--- config.mk ---
export PLATFORM = sky130hd
export DESIGN_NAME = count_next_lut
export DESIGN_NICKNAME = d
export VERILOG_FILES = /design/src/rtl/count_sequence_checker_pkg.sv /design/src/rtl/count_sequence_checker_lut.sv
export SDC_FILE = /design/constraint.sdc
export NUM_CORES = 1
export LEC_CHECK = 0
export BUFFER_PORTS_ARGS = -buffer_cell sky130_fd_sc_hd__buf_2
export CELL_PAD_IN_SITES_DETAIL_PLACEMENT = 0
export CELL_PAD_IN_SITES_GLOBAL_PLACEMENT = 1
export CORE_AREA = 2 2 39 41
export DETAILED_ROUTE_END_ITERATION = 16
export DIE_AREA = 0 0 41 43
export PLACE_DENSITY_LB_ADDON = 0.15
export SYNTH_ARGS = -nofsm -noshare
export SYNTH_HDL_FRONTEND = slang
export SYNTH_SLANG_ARGS = --single-unit
--- constraint.sdc ---
create_clock -name vclk -period 2.73
set_input_delay 0.546 -clock vclk [all_inputs]
set_output_delay 0.546 -clock vclk [all_outputs]
set_load 0.01 [all_outputs]
--- src/rtl/count_sequence_checker_pkg.sv ---
// rtl/count_sequence_checker_pkg.sv - shared state, count and mode encodings
package count_sequence_checker_pkg;

    typedef enum logic [1:0] {
        UNSYNC = 2'd0,
        SYNC   = 2'd1,
        FAULT  = 2'd2
    } state_t;

    localparam logic [2:0] CNT_A = 3'd0;
    localparam logic [2:0] CNT_B = 3'd1;
    localparam logic [2:0] CNT_C = 3'd2;
    localparam logic [2:0] CNT_D = 3'd3;
    localparam logic [2:0] CNT_E = 3'd4;
    localparam logic [2:0] CNT_F = 3'd5;
    localparam logic [2:0] CNT_G = 3'd6;
    localparam logic [2:0] CNT_H = 3'd7;

    localparam logic MODE_SEQ = 1'b0;
    localparam logic MODE_ALT = 1'b1;

endpackage

--- src/rtl/count_sequence_checker_lut.sv ---
// rtl/count_sequence_checker_lut.sv - legal next count of the mode-controlled counter
module count_next_lut
    import count_sequence_checker_pkg::*;
(
    input  logic [2:0] count,
    input  logic       mode,
    output logic [2:0] next
);
    always_comb begin
        next = count + 3'd1;
        // Alternate mode: holds on A,B,D,E,F and the C->G->H->F detour
        if (mode == MODE_ALT) begin
            case (count)
                CNT_C:   next = CNT_G;
                CNT_G:   next = CNT_H;
                CNT_H:   next = CNT_F;
                default: next = count;
            endcase
        end
    end
endmodule

==> flow_metrics.tcl, run 1 <==
set metrics [dict create \
    hold_class "in -> out" \
    num_io_pins 7 \
    crit_buf_inv 4 \
    antenna_cells 0 \
    syn-cell-area_um2 96.34 \
    p_total_uw 21.85 \
    cts_resized 0 \
    yosys_warnings 0 \
    path_delay_family "adder cells" \
    fin_cells 36 \
    drt_first_pass_iters 4 \
    final_util_pct 10.94 \
    irDropWorstVdd_mv 0.04873 \
    cap_violations 0 \
    die_w_um 41 \
    timing.slew.headroom_pct 87.20 \
    drc_errors 0 \
    die_y_um 43 \
    nClkBuffers 0 \
    layout-drive-gt1-share_pct 40.00 \
    fin_setup_tns_ns 0 \
    min_path_cells 3 \
    drt-initial-drc-count 2 \
    syn_to_final_growth_pct 57.14 \
    yosys.area.top_type_share_pct 25.97 \
    rsz0062_at_grt "false" \
    fin_crit_ns 2.116 \
    synth_top_cell_by_area "ha_1" \
    hp-start "count[2]" \
    grt_pass1_vias 90 \
    grt_max_degree 6 \
    ys_top_cells_by_area "ha_1, inv_1, maj3_2, mux2i_1, a211oi_1" \
    seq_area_frac_synth_pct 0 \
    initial_core_util_pct 6.962 \
    syn-num-nets 19 \
    cts_hold_buffers 0 \
    vias_per_cell 3.139 \
    worstPathRequired_ns 2.18 \
    dr_total_vias 113 \
    synth_most_common_cell "inv_1" \
    status "complete, no violations" \
    multiInputGateArea_um2 85.08 \
    fp.coreArea_mm2 0.001384 \
    setup_viol 0 \
    avgRoutedWirePerCell_um 6.583 \
    critical_path.endpoint_type "primary output" \
    dieArea_mm2 0.001763 \
    antenna_found_initial 0 \
    p_leak_uw 0.00007390 \
    postRouteAntennaNets 0 \
    placed_area_um2 151.4 \
    grt-ovfl-total 0 \
    rows 14 \
    whs_endpoint "next[2]" \
    grt_usage_pct 2.697 \
    crit_path_start_kind "input pin" \
    synth_cells 13 \
    nFlopsAndLatches 0 \
    finalNetCount 28 \
    critPathMaxFanout 3 \
    wl_um 237 \
    finalCritPeriodShare_pct 77.53 \
    crit_chain "buf_2, inv_1, ha_1, inv_1, maj3_2, mux2i_1, buf_2" \
    worstSetupPathType "in -> out" \
    max_stage_delay_ns 0.29 \
    worstMarginPinSlew_ns 0.1908 \
    grt_first_pass_wirelength_um 365 \
    avgSynthCellArea_um2 7.411 \
    max_freq_mhz 472.5 \
    post_cts_buffers 0 \
    timing.final.hold_violations 0 \
    power_density_mw_per_mm2 144.3 \
    place_inst 36 \
    arrival_ns 1.57 \
    ys_types 10 \
    gp_congestion 0.5082 \
    port_buffers 7 \
    critPathSlowestCell "maj3_2" \
    slew_violations 0 \
    fillers 162 \
    regArea_um2 0 \
    final_cell_area_um2 151.4 \
    synth_common_cells "inv_1, ha_1" \
]
-- cell type report --
cell class	instances	area share [%]
multi-input combinational	10	56.20
tap	16	13.22
inverter	3	7.438
timing repair buffer	7	23.14
-- cells in the final DEF, fill, tap and decap left out --
cell      Yosys  final
buf_2         0      7
inv_1         3      3
ha_1          2      2
maj3_2        1      1
mux2i_1       1      1
o21ai_1       1      1
o211ai_1      1      1
o21a_1        1      1
nor2b_1       1      1
a211oi_1      1      1
a21oi_1       1      1
-- routing by layer --
| metal | GRT usage [%] | wire length (µm) | part of all wire (%) | up-vias |
|---|---|---|---|---|
| li1 | - | - | - | 60 |
| met1 | 5.696 | 145 | 61 | 46 |
| met2 | 2.500 | 53 | 22 | 7 |
| met3 | 0.5236 | 38 | 16 | 0 |
| met4 | 0 | 0 | 0 | 0 |
| met5 | 0 | 0 | 0 | - |
-- worst min-delay path, stage by stage --
cell	delay [ns]
buf_2	0.12
a21oi_1	0.06
buf_2	0.13
-- worst max-delay path by stage --
stage,from,endpoint,slack [ns],cells past startpoint
2_1_floorplan,count[0],next[1],0.83,5
3_3_place_gp,count[0],next[1],0.61,7
3_5_place_dp,count[0],next[1],0.61,7
4_1_cts,count[0],next[1],0.61,7
5_1_grt,count[0],next[1],0.55,7
6_report,count[0],next[1],0.61,7
-- where the power goes --
| group | internal [µW] | switching [µW] | total (µW) |
|---|---|---|---|
| logic | 10.4 | 11.4 | 21.9 |
| registers | 0 | 0 | 0 |
| clock network | 0 | 0 | 0 |
-- kinds of logic (layout without fill, tap and decap cells) --
logic type	after synthesis	after routing	share of synthesized area (%)
AO/OA/AOI/OAI	5	5	33.76
adder cells (fa/ha/maj)	3	3	37.66
AND/OR/NAND/NOR	1	1	6.498
buffers and inverters	3	10	11.69
multiplexers	1	1	10.39
-- stage by stage --
stage,hold slack (ns),setup WS (ns)
after floorplan,1.169,0.8322
after global placement,1.403,0.6091
after detailed placement,1.413,0.6107
after CTS,1.414,0.6070
after global routing,1.443,0.5523
final,1.407,0.6135
Note: power is estimated with default switching activity, not from simulation.
==> run 2: changes to the inputs <==
==> constraint.sdc (replaced) <==
create_clock -name vclk -period 1.95
set_input_delay 0.39 -clock vclk [all_inputs]
set_output_delay 0.39 -clock vclk [all_outputs]
set_load 0.01 [all_outputs]
==> run 2 against run 1 <==
Against the previous run:
- critical path depth stayed put
- power up 40%
- cell count unchanged
- largest cell class unchanged
==> flow_metrics.tcl, run 2 (synthesized netlist as in run 1, its figures left out) <==
set metrics [dict create \
    status "complete, no violations" \
    wl_um 255 \
    critical_path.endpoint_type "primary output" \
    dpl_worst_slack_ns 0.1303 \
    highest_layer "met3" \
    post_cts_buffers 0 \
    num_io_pins 7 \
    grt_pass1_vias 99 \
    drt_first_pass_iters 1 \
    layout_commonest_cell "buf_2" \
    wl_met1_um 140 \
    rows 14 \
    crit_path_start_kind "input pin" \
    met2_length_um 68 \
    fp.coreArea_mm2 0.001384 \
    nFlopsAndLatches 0 \
    hold_class "in -> out" \
    fin_cells 36 \
    die_y_um 43 \
    fin_ws_ns 0.1339 \
    arrival_ns 1.43 \
    p_leak_uw 0.00007390 \
    max_freq_mhz 550.6 \
    cts_hold_buffers 0 \
    p_switching_uw 16.04 \
    wl_met3_um 46 \
    crit_buf_inv 4 \
    timing.final.hold_violations 0 \
    avgRoutedWirePerCell_um 7.083 \
    irDropWorstVdd_mv 0.05968 \
    drc_errors 0 \
    initial_core_util_pct 6.962 \
    timing.slew.headroom_pct 87.92 \
    final_cell_mix "buf_2, inv_1, ha_1" \
    seqPwrFrac_pct 0 \
    p_total_uw 30.58 \
    fin_crit_ns 1.816 \
    fillers 163 \
    p_int_uw 14.54 \
    max_stage_delay_ns 0.29 \
    power_density_mw_per_mm2 202.0 \
    antenna_cells 0 \
    finalNetCount 28 \
    grt_max_degree 6 \
    worstSetupPathType "in -> out" \
    place_inst 36 \
    dr_total_vias 111 \
    setup_viol 0 \
    dieArea_mm2 0.001763 \
    critPathMaxFanout 3 \
    layout-drive-gt1-share_pct 40.00 \
    drt-initial-drc-count 0 \
    final_util_pct 10.94 \
    slew_violations 0 \
    gp_congestion 0.5473 \
    switching_share_pct 52.44 \
    regArea_um2 0 \
    multiInputGateArea_um2 85.08 \
    vias_per_cell 3.083 \
    crit_chain "buf_2, inv_1, ha_1, inv_1, maj3_2, mux2i_1, buf_2" \
    combPwrFrac_pct 100.0 \
    grt_first_pass_wirelength_um 400 \
    grt-ovfl-total 0 \
    finalCritPeriodShare_pct 93.13 \
    port_buffers 7 \
    postRouteAntennaNets 0 \
    syn_to_final_growth_pct 57.14 \
    power_frac_clock_pct 0 \
    worstMarginPinSlew_ns 0.1801 \
    cap_violations 0 \
    cts_resized 0 \
    path_delay_family "adder cells" \
    rsz0062_at_grt "false" \
    nClkBuffers 0 \
    worstPathRequired_ns 1.56 \
    grt_usage_pct 2.897 \
    fin_setup_tns_ns 0 \
    antenna_found_initial 0 \
    critPathSlowestCell "maj3_2" \
    die_w_um 41 \
]
-- run 2: cell counts in the layout (fill, tap and decap cells not counted) --
No cell type changed its count.
-- run 2: worst paths after layout --
check,cells after the start,start,slack [ns],to
max,7,count[0],0.13,next[1]
min,3,count[2],1.10,next[2]
-- run 2: through the flow --
stage                     area (µm²)  hold WS (ns)
after detailed placement       151.4         1.097
after floorplan                96.34        0.8575
final                          151.4         1.097
after global routing           151.4         1.114
after CTS                      151.4         1.099
after global placement         151.4         1.092
-- run 2: final cells by class --
cell class	count	area share (%)
Tap cell	16	13.22
Inverter	3	7.438
Multi-Input combinational cell	10	56.20
Timing Repair Buffer	7	23.14
-- run 2: power groups by stage --
stage / clock network, µW / logic [µW] / registers, µW
final: 0 / 30.6 / 0
after global routing: 0 / 34.3 / 0
after CTS: 0 / 31.1 / 0
after detailed placement: 0 / 30.8 / 0
after global placement: 0 / 31.3 / 0
after floorplan: 0 / 16.3 / 0
-- run 2: tightest hold or removal path, cell delays in order --
cell and delay, ns:
buf_2 0.12, a21oi_1 0.06, buf_2 0.13
-- run 2: routing by layer --
metal,track usage (%),up-vias
li1,-,62
met3,0,0
met2,3.750,7
met1,5.380,42
met5,0,-
met4,0,0
==> run 3: changes to the inputs <==
--- a/config.mk
+++ b/config.mk
@@ -6,7 +6,8 @@
 export NUM_CORES = 1
 export LEC_CHECK = 0
 export BUFFER_PORTS_ARGS = -buffer_cell sky130_fd_sc_hd__buf_2
-export CELL_PAD_IN_SITES_DETAIL_PLACEMENT = 0
+export CAP_MARGIN = 5
+export CELL_PAD_IN_SITES_DETAIL_PLACEMENT = 1
 export CELL_PAD_IN_SITES_GLOBAL_PLACEMENT = 1
 export CORE_AREA = 2 2 39 41
 export DETAILED_ROUTE_END_ITERATION = 16
==> run 3 against run 2 <==
Against the previous run:
- combinational power is essentially flat
- setup slack gained 0.0080 ns
- die area is the same
- first-iteration DRC count is the same
- global-route usage grew 0.20 points
- routed wire length grew 3.5%
- via count shrank 0.90%
- non-clock buffer count is the same
- power grew 1.0%
- critical path type unchanged
- utilization is the same
==> flow_metrics.tcl, run 3 (synthesized netlist as in run 1, its figures left out) <==
set metrics [dict create \
    critPathMaxFanout 3 \
    vias_per_cell 3.056 \
    layout_commonest_cell "buf_2" \
    layout-drive-gt1-share_pct 40.00 \
    whs_endpoint "next[2]" \
    final_util_pct 10.94 \
    critPathSlowestCell "maj3_2" \
    fin_crit_ns 1.808 \
    initial_core_util_pct 6.962 \
    avgRoutedWirePerCell_um 7.333 \
    worstPathRequired_ns 1.56 \
    hold_class "in -> out" \
    drc_errors 0 \
    status "complete, no violations" \
    critical_path.endpoint_type "primary output" \
    post_cts_buffers 0 \
    final_cell_mix "buf_2, inv_1, ha_1" \
    syn_to_final_growth_pct 57.14 \
    irDropWorstVdd_mv 0.06351 \
    wl_um 264 \
    worstSetupPathType "in -> out" \
    power_density_mw_per_mm2 204.0 \
    grt_pass1_vias 104 \
    drt-initial-drc-count 0 \
    die_w_um 41 \
    postRouteAntennaNets 0 \
    dr_total_vias 110 \
    p_leak_uw 0.00007390 \
    nFlopsAndLatches 0 \
    antenna_found_initial 0 \
    num_io_pins 7 \
    slew_violations 0 \
    gp_congestion 0.5473 \
    setup_viol 0 \
    worstMarginPinSlew_ns 0.1806 \
    grt_first_pass_wirelength_um 414 \
    rsz0062_at_grt "false" \
    crit_path_start_kind "input pin" \
    hp-start "count[2]" \
    cts_resized 0 \
    rows 14 \
    drt_first_pass_iters 1 \
    fp.coreArea_mm2 0.001384 \
    cts_hold_buffers 0 \
    hold_slack_ns 1.091 \
    nClkBuffers 0 \
    arrival_ns 1.42 \
    min_path_cells 3 \
    grt-ovfl-total 0 \
    max_freq_mhz 553.1 \
    dieArea_mm2 0.001763 \
    timing.final.hold_violations 0 \
    timing.slew.headroom_pct 87.89 \
    die_y_um 43 \
    fin_setup_tns_ns 0 \
    grt_max_degree 6 \
    antenna_cells 0 \
    port_buffers 7 \
    finalNetCount 28 \
    max_stage_delay_ns 0.30 \
    regArea_um2 0 \
    grt_usage_pct 3.097 \
    cap_violations 0 \
    crit_chain "buf_2, inv_1, ha_1, inv_1, maj3_2, mux2i_1, buf_2" \
    finalCritPeriodShare_pct 92.72 \
]
[run 3: cell type report]
type | instances | area, µm²
inverter | 3 | 11.26
tap | 16 | 20.02
multi-input combinational | 10 | 85.08
timing repair buffer | 7 | 35.03
fill | 164 | 1232
[run 3: report_power, final]
part           total, µW  switching (µW)  leakage (µW)  internal [µW]
Combinational       30.9            16.3     0.0000739           14.6
Sequential             0               0             0              0
Clock                  0               0             0              0
[run 3: how the worst max path moves through the flow]
stage               startpoint  endpoint  slack, ns  depth (start not counted)
floorplan             count[0]   next[1]       0.36                          5
finish                count[0]   next[1]       0.14                          7
CTS                   count[0]   next[1]       0.12                          7
detailed placement    count[0]   next[1]       0.13                          7
global placement      count[0]   next[1]       0.12                          7
global route          count[0]   next[1]       0.06                          7
[run 3: worst max-delay path, delay by kind of cell]
kind | cells | cell delay (ns)
adder cells (fa/ha/maj) | 2 | 0.50
buffers and inverters | 4 | 0.41
multiplexers | 1 | 0.12
[run 3: through the flow]
| step | power (µW) | setup slack (ns) | instance area, µm² | instances |
|---|---|---|---|---|
| 6_report | 30.88 | 0.1419 | 151.4 | 36 |
| 5_1_grt | 35.08 | 0.06145 | 151.4 | 36 |
| 4_1_cts | 31.53 | 0.1195 | 151.4 | 36 |
| 3_5_place_dp | 31.35 | 0.1267 | 151.4 | 36 |
| 3_3_place_gp | 31.32 | 0.1238 | 151.4 | 36 |
| 2_1_floorplan | 16.27 | 0.3642 | 96.34 | 13 |
[run 3: per-layer routing]
metal	track usage [%]	wire, µm	vias to the layer above
li1	-	-	60
met1	5.696	170	43
met2	4.063	64	7
met3	0	29	0
met4	0	0	0
met5	0	0	-
